`src/rtl/mips_pipe_ctrl.sv`:
```
// mips_pipe_ctrl: pipeline sequencer for the 5-stage MIPS core.
// Owns the fetch PC, the per-stage valid bits, load-use stall detection,
// taken-branch flush and the RUN/DRAIN/HALTED halt state machine.
// Ports:
//   clk, reset                     clock, synchronous active-high reset
//   id_rs/id_rt/id_uses_rs/rt      source operands of the instruction in ID
//   ex_mem_read, ex_rt             load in EX and its destination register
//   mem_branch_taken/target        branch resolved taken in MEM, redirect PC
//   halt_req, resume               stop-and-drain request, restart fetching
//   pc                             fetch address
//   *_en, *_flush                  stage register load enables / bubble inserts
//   v_id..v_wb                     stage valid bits
//   halted                         pipeline empty and stopped
//   stall_cnt, flush_cnt           saturating event counters
module mips_pipe_ctrl #(
  parameter int unsigned PC_W     = 8,
  parameter int unsigned PC_STEP  = 1,
  parameter int unsigned RESET_PC = 0,
  parameter int unsigned CNT_W    = 16
) (
  input  logic             clk,
  input  logic             reset,
  input  logic [4:0]       id_rs,
  input  logic [4:0]       id_rt,
  input  logic             id_uses_rs,
  input  logic             id_uses_rt,
  input  logic             ex_mem_read,
  input  logic [4:0]       ex_rt,
  input  logic             mem_branch_taken,
  input  logic [PC_W-1:0]  mem_branch_target,
  input  logic             halt_req,
  input  logic             resume,
  output logic [PC_W-1:0]  pc,
  output logic             if_id_en,
  output logic             id_ex_en,
  output logic             ex_mem_en,
  output logic             mem_wb_en,
  output logic             if_id_flush,
  output logic             id_ex_flush,
  output logic             ex_mem_flush,
  output logic             v_id,
  output logic             v_ex,
  output logic             v_mem,
  output logic             v_wb,
  output logic             halted,
  output logic [CNT_W-1:0] stall_cnt,
  output logic [CNT_W-1:0] flush_cnt
);

  typedef enum logic [1:0] {RUN, DRAIN, HALTED} state_t;

  state_t state;
  logic   br;
  logic   hz;
  logic   stall;
  logic   fetch;

  // Qualified events; a branch in MEM overrides a load-use stall.
  always_comb begin
    br    = 1'b0;
    hz    = 1'b0;
    stall = 1'b0;
    fetch = 1'b0;
    br    = mem_branch_taken & v_mem;
    hz    = v_ex & ex_mem_read & (ex_rt != 5'd0) & v_id &
            ((id_uses_rs & (id_rs == ex_rt)) | (id_uses_rt & (id_rt == ex_rt)));
    stall = hz & ~br;
    fetch = (state == RUN) & ~br & ~stall;
  end

  assign if_id_en     = ~stall;
  assign id_ex_en     = 1'b1;
  assign ex_mem_en    = 1'b1;
  assign mem_wb_en    = 1'b1;
  assign if_id_flush  = br | (state != RUN);
  assign id_ex_flush  = br | stall;
  assign ex_mem_flush = br;
  assign halted       = (state == HALTED);

  // State machine, PC, valid bits and counters.
  always_ff @(posedge clk) begin
    if (reset) begin
      state     <= RUN;
      pc        <= PC_W'(RESET_PC);
      v_id      <= 1'b0;
      v_ex      <= 1'b0;
      v_mem     <= 1'b0;
      v_wb      <= 1'b0;
      stall_cnt <= '0;
      flush_cnt <= '0;
    end else begin
      case (state)
        RUN:     if (halt_req) state <= DRAIN;
        DRAIN:   if (!(v_id | v_ex | v_mem | v_wb)) state <= HALTED;
        HALTED:  if (resume) state <= RUN;
        default: state <= RUN;
      endcase

      // Redirect wins over fetch in every state, so a branch during DRAIN
      // still leaves the PC at the target for resume.
      if (br)         pc <= mem_branch_target;
      else if (fetch) pc <= pc + PC_W'(PC_STEP);

      if (br)         v_id <= 1'b0;
      else if (!stall) v_id <= fetch;
      v_ex  <= (br | stall) ? 1'b0 : v_id;
      v_mem <= br ? 1'b0 : v_ex;
      v_wb  <= v_mem;

      if (stall && (stall_cnt != '1)) stall_cnt <= stall_cnt + CNT_W'(1);
      if (br && (flush_cnt != '1))    flush_cnt <= flush_cnt + CNT_W'(1);
    end
  end

endmodule

```
`config.mk`:
```
export PLATFORM = sky130hd
export DESIGN_NAME = mips_pipe_ctrl
export DESIGN_NICKNAME = d
export VERILOG_FILES = /design/src/rtl/mips_pipe_ctrl.sv
export SDC_FILE = /design/constraint.sdc
export NUM_CORES = 1
export LEC_CHECK = 0
export ABC_CLOCK_PERIOD_IN_PS = 4100
export CAP_MARGIN = 20
export CORE_AREA = 2 2 66 83
export CTS_BUF_LIST = sky130_fd_sc_hd__clkbuf_8 sky130_fd_sc_hd__clkbuf_16
export DETAILED_ROUTE_END_ITERATION = 7
export DIE_AREA = 0 0 68 85
export PLACE_DENSITY = 0.84
export SLEW_MARGIN = 20
export SYNTH_ARGS = -nofsm -noshare
export SYNTH_HDL_FRONTEND = slang
export SYNTH_SLANG_ARGS = --single-unit
```
`constraint.sdc`:
```
create_clock -name clk -period 4.1 [get_ports clk]
set_input_delay 0.41 -clock clk [delete_from_list [all_inputs] [get_ports clk]]
set_output_delay 0.41 -clock clk [all_outputs]
set_load 0.01 [all_outputs]
```
== Word-level counts from Yosys, hierarchy flattened ==
Cells that the tools add are included.
Widths: inputs -> output; s select.
Storage, ports and cells
  output and inout port bits: 52
  input port bits: 31
  logic and storage cells: 53
  register bits: 46
Cells by class
  bitwise gates (word level): 18
  add/sub/neg operators: 3
  mux-type cells: 6
  equality and inequality tests: 9
  reduce and logical (&&, ||, !) cells: 9
Operators by type and width (number)
  $add 16x1->16 const B: 2
  $ne 16x16->1 const B: 2
  $mux 8: 2
  $and 1x1->1: 10
  $eq 5x5->1: 2
  $add 8x1->8 const B: 1
  $mux 2: 3
  $ne 2x2->1 const B: 3
  $or 1x1->1: 6
  $pmux 2 s3: 1
  $reduce_bool 5->1: 1
  $reduce_bool 2->1: 2
  $reduce_or 2->1: 2
  $reduce_and 3->1: 1
  $eq 2x1->1 const B: 1
  $eq 2x2->1 const B: 1
  $logic_and 1x1->1: 2
  $logic_not 2->1: 1
  $not 1->1: 2

== Longest topological paths before layout ==
  depth after elaboration: 9
  mapped depth: 8
  gate-level depth less buffers: 6

== Least setup slack after synthesis ==
OpenSTA, ideal clock, no wires.
  kind: register -> register
  start point: register stall_cnt[2]
  end point: register stall_cnt[0]
  required time: 3.972 ns
  setup time: 0.128 ns
  cell stages (with the launch flop): 9
  arrival: 1.810 ns
  path slack: 2.162 ns
  path buffers: 2
  cells stage by stage: dfxtp_1 and4_4 nand4_4 or3_4 nand4_4 buf_6 buf_8 xor2_1 nor2_1
On the way
  cells in the longest elaborated chain, start to end: 2
RTL lines
  start, declared: line 46  | output logic [CNT_W-1:0] stall_cnt,
  start signal, assigned: line 110  | if (stall && (stall_cnt != '1)) stall_cnt <= stall_cnt + CNT_W'(1);
  $ne 16x16->1: line 110
  $logic_and 1x1->1: line 110
Every way passes these cells.
A chain may end at the register's enable or synchronous reset.

== Final worst setup path ==
  start point: input port ex_rt[1]
  end point: output port id_ex_flush
On the way
  cells in the longest elaborated chain, start to end: 6
  elaborated cells between the ends (all ways): 11
  those cells by class: eq/ne: 2; bitwise: 8; reduce/logical: 1
RTL lines
  start, declared: line 28  | input logic [4:0] ex_rt,
  $eq 5x5->1 or $reduce_bool 5->1 (tied branches): line 66, 65
  $and 1x1->1 (on tied branches): line 66, 65
  $or 1x1->1 or $and 1x1->1 (tied branches): line 66, 65
  $and 1x1->1 *: line 65  | hz = v_ex & ex_mem_read & (ex_rt != 5'd0) & v_id &
  $and 1x1->1 *: line 67  | stall = hz & ~br;
  $or 1x1->1 *: line 76  | assign id_ex_flush = br | stall;
  end, declared: line 39  | output logic id_ex_flush,
Every way passes the cells marked *; elsewhere a longest branch is shown, timed or not.

==> parameters.txt <==
Parameter                              Value

Yosys
  Sequential cell area fraction in the yosys report ... 0.3882
  Most used flip-flop cell after synthesis ... sky130_fd_sc_hd__dfxtp_1
  Synthesized instance count ... 279
  Most area-consuming cells after synthesis ... sky130_fd_sc_hd__dfxtp_1 39%, sky130_fd_sc_hd__xnor2_1 7.8%, sky130_fd_sc_hd__nor2_1 5.5%
  Top cell type by total area after synthesis ... sky130_fd_sc_hd__dfxtp_1
  Cell area after synthesis ... 2372 um^2
  Mux contribution to synthesized area ... 0.01266
  Distinct cells, synth ... 45
  Dominant combinational cell family by area after synthesis ... simple AND/OR/NAND/NOR gates
  Ys Warns ... 0
  Most instantiated library cell after synthesis ... sky130_fd_sc_hd__dfxtp_1
  Number of synthesized register bits ... 46
  Synth cell count leaders ... 46 x sky130_fd_sc_hd__dfxtp_1, 35 x sky130_fd_sc_hd__nor2_1, 21 x sky130_fd_sc_hd__nand2_1, 21 x sky130_fd_sc_hd__xnor2_1, 18 x sky130_fd_sc_hd__a21oi_1
  Number of flops mapped to enable cells by yosys ... 0
  Parity-gate share of the synthesized area counting xor and xnor cells ... 0.1145
  Synthesized-area fraction occupied by adder cells ... 0.01582
  Fraction of post-synthesis cell area in the top cell type by area ... 0.3882
  Synth Area in Compound Gates ... 0.1371
  Post-Syn Area per Cell ... 8.503 um^2
  Post-synthesis share of cell area spent on and, or, nand and nor gates ... 0.2869
  Proportion of synthesized flip-flops having asynchronous set or reset ... 0

Timing
  Crit path time final ... 2.939 ns
  Final number of max-transition violations ... 0
  Max-Slew Margin vs Limit ... 0.4069
  Worst setup margin ... 1.161 ns
  Max Clk Rate ... 340.3 MHz
  Worst-Margin Slew ... 0.8869 ns
  Sum Neg Setup Slack ... 0 ns
  RSZ-0062 raised after global routing ... false
  Number of hold violations in the final report ... 0
  Post-route worst hold slack ... 0.4861 ns
  Share of the cycle needed by the critical path after routing ... 0.7167
  Final setup fails ... 0
  Largest clock skew in the final design ... 0.01067 ns

Pwr
  Total Power ... 0.9401 mW
  Leak Pwr ... 1.112 nW
  Worst voltage drop across the vdd grid ... 0.0001548 V
  Power per standard cell area ... 285.5 nW/um^2

CTS
  Count of cells resized by post-cts repair ... 0
  Max H-tree Level ... 2
  CTS buffer count ... 5
  Post-CTS Repair Setup Buffers ... 0
  Clk Tree Root Cell ... sky130_fd_sc_hd__clkbuf_8
  Register clock-pin slew on the reported worst setup and hold paths ... 0.08 ns
  Worst-Skew Late Latency ... 0.30 ns
  CTS sink count ... 46
  CTS tree ... built
  Clk buf depth ... 2
  Hold-fix buffer count after cts ... 0

Layout
  Syn-to-layout area delta ... 38.82%
  Fraction of final layout cells sized beyond drive strength 1 ... 0.05042
  Count of inserted antenna diode cells ... 0
  Final standard cell area without fillers ... 3293 um^2
  Final core utilization ... 0.6577
  Fin cells ... 419
  Nets@finish ... 390

Worst setup path
  CP Data Arrival Time ... 2.53 ns
  Crit end category ... output port
  CP Launch Type ... input pin
  Number of buffers and inverters on the critical path ... 2
  Critical path start-end classification ... in2out
  Cell breakdown of the critical path ... clkdlybuf4s50_1 -> xnor2_1 -> nand4_1 -> o22ai_2 -> nand2_1 -> nand2_1 -> clkdlybuf4s50_1
  Longest individual stage delay on the worst path ... 0.56 ns
  Category of cells accounting for the largest share of critical-path delay ... buffers and inverters
  Slowest stage cell on the critical path ... sky130_fd_sc_hd__clkdlybuf4s50_1
  Worst endpoint required time ... 3.69 ns
  Maximum fanout encountered on the critical timing path ... 12

Detailed routing
  Number of iterations in the first detailed-routing pass ... 4
  Initial detailed-routing violation count ... 131
  Per-cell via count in the routed design ... 5.377
  Number of DRC violations after detailed routing ... 0
  Post-detailed-routing wire length ... 5749 um
  WL per Instance ... 13.72 um
  Vias after detailed routing ... 2253
  Remaining number of nets flagged by the antenna check after routing ... 0

Die
  Row cnt ... 29
  IO Count ... 83
  Core region area ... 5007 um^2
  Area enclosed by the die boundary ... 5780 um^2
  Height of the die ... 85 um
  Starting utilization of the core area ... 0.4738
  Die width ... 68 um

Placement
  Placed instance area ... 3183 um^2
  Port bufs ... 79
  Pre-CTS WS ... 1.092 ns
  Gpl congestion ... 0.7591
  Placed wire-length estimate ... 4241 um
  Placed cells ... 411

Global route
  Pin count of the biggest net entering global routing ... 27
  First-pass GRT wire length ... 9190 um
  Via count of the first global-routing pass ... 2099
  GR Overflow Total ... 0
  Initial antenna violation count ... 0
  Combined global-route utilization of all metal layers ... 0.2004

Outcome
  Result of the run ... finished clean

Flow run
  Max-cap violations ... 0

Min path
  Min-delay worst type ... reg2reg
==> layer usage <==
layer  global-route usage  wire [um]  up-vias
met5                    0          0        -
met4              0.06545         80        0
met3              0.04111        399        6
met2               0.3592       2905       65
met1               0.2299       2364     1032
li1                     -          -     1150
==> where the power goes <==
group | switching (mW) | leakage [nW] | internal [mW]
sequential | 0.0144 | 0.372 | 0.459
combinational | 0.0558 | 0.685 | 0.0751
clock | 0.156 | 0.0556 | 0.180
total | 0.227 | 1.11 | 0.713
==> path summary, 6_finish.rpt <==
path | startpoint | end | slack (ns) | cells after the start
min reg2reg | state[1] | state[0] | 0.49 | 1
max | ex_rt[1] | id_ex_flush | 1.16 | 7
min | state[1] | state[0] | 0.49 | 1
max reg2reg | v_ex | stall_cnt[7] | 1.99 | 5
==> final cells by class <==
class	instances	area, um^2
clock buffer	5	68.82
clock inverter	3	41.29
fill	436	1714
inverter	6	22.52
multi-input combinational	216	1356
sequential	46	920.9
tap	62	77.57
timing repair buffer	81	805.8
==> state kept, by name, summed over array words and instances, names as in the netlist <==
| name | flops |
|---|---|
| flush_cnt | 16 |
| v_wb | 1 |
| v_mem | 1 |
| v_id | 1 |
| stall_cnt | 16 |
| state | 2 |
| v_ex | 1 |
| pc | 8 |
==> cell families (layout without fill, tap and decap cells) <==
| group | after synthesis | count (layout) |
|---|---|---|
| adder cells (fa/ha/maj) | 3 | 3 |
| AND/OR/NAND/NOR | 127 | 127 |
| other | 1 | 3 |
| buffers and inverters | 19 | 95 |
| XOR/XNOR | 31 | 31 |
| multiplexers | 3 | 3 |
| flip-flops | 46 | 46 |
| AO/OA/AOI/OAI | 49 | 49 |
==> placed cells by master (no fill, tap or decap), types with 2 or more instances in the layout <==
cell and count:
sky130_fd_sc_hd__o311a_1 2, sky130_fd_sc_hd__nand4_1 10, sky130_fd_sc_hd__nand3_1 15, sky130_fd_sc_hd__nor2_1 35, sky130_fd_sc_hd__inv_1 6, sky130_fd_sc_hd__clkbuf_8 5, sky130_fd_sc_hd__nor3_1 9, sky130_fd_sc_hd__nor4_1 2
sky130_fd_sc_hd__nand4_4 2, sky130_fd_sc_hd__buf_4 2, sky130_fd_sc_hd__clkdlybuf4s50_1 79, sky130_fd_sc_hd__or3_1 9, sky130_fd_sc_hd__a21oi_1 18, sky130_fd_sc_hd__o21ai_1 6, sky130_fd_sc_hd__a211oi_1 7, sky130_fd_sc_hd__o31ai_1 6
sky130_fd_sc_hd__xnor2_1 21, sky130_fd_sc_hd__or4_1 6, sky130_fd_sc_hd__and2_1 2, sky130_fd_sc_hd__a21oi_2 2, sky130_fd_sc_hd__o21ai_0 2, sky130_fd_sc_hd__xor2_1 10, sky130_fd_sc_hd__dfxtp_1 46, sky130_fd_sc_hd__ha_1 3
sky130_fd_sc_hd__nand2b_1 2, sky130_fd_sc_hd__and3_1 6, sky130_fd_sc_hd__conb_1 3, sky130_fd_sc_hd__nor2b_1 2, sky130_fd_sc_hd__nor3b_1 2, sky130_fd_sc_hd__mux2i_1 3, sky130_fd_sc_hd__nand2_1 21
No activity file was read; power rests on OpenSTA's default activity.
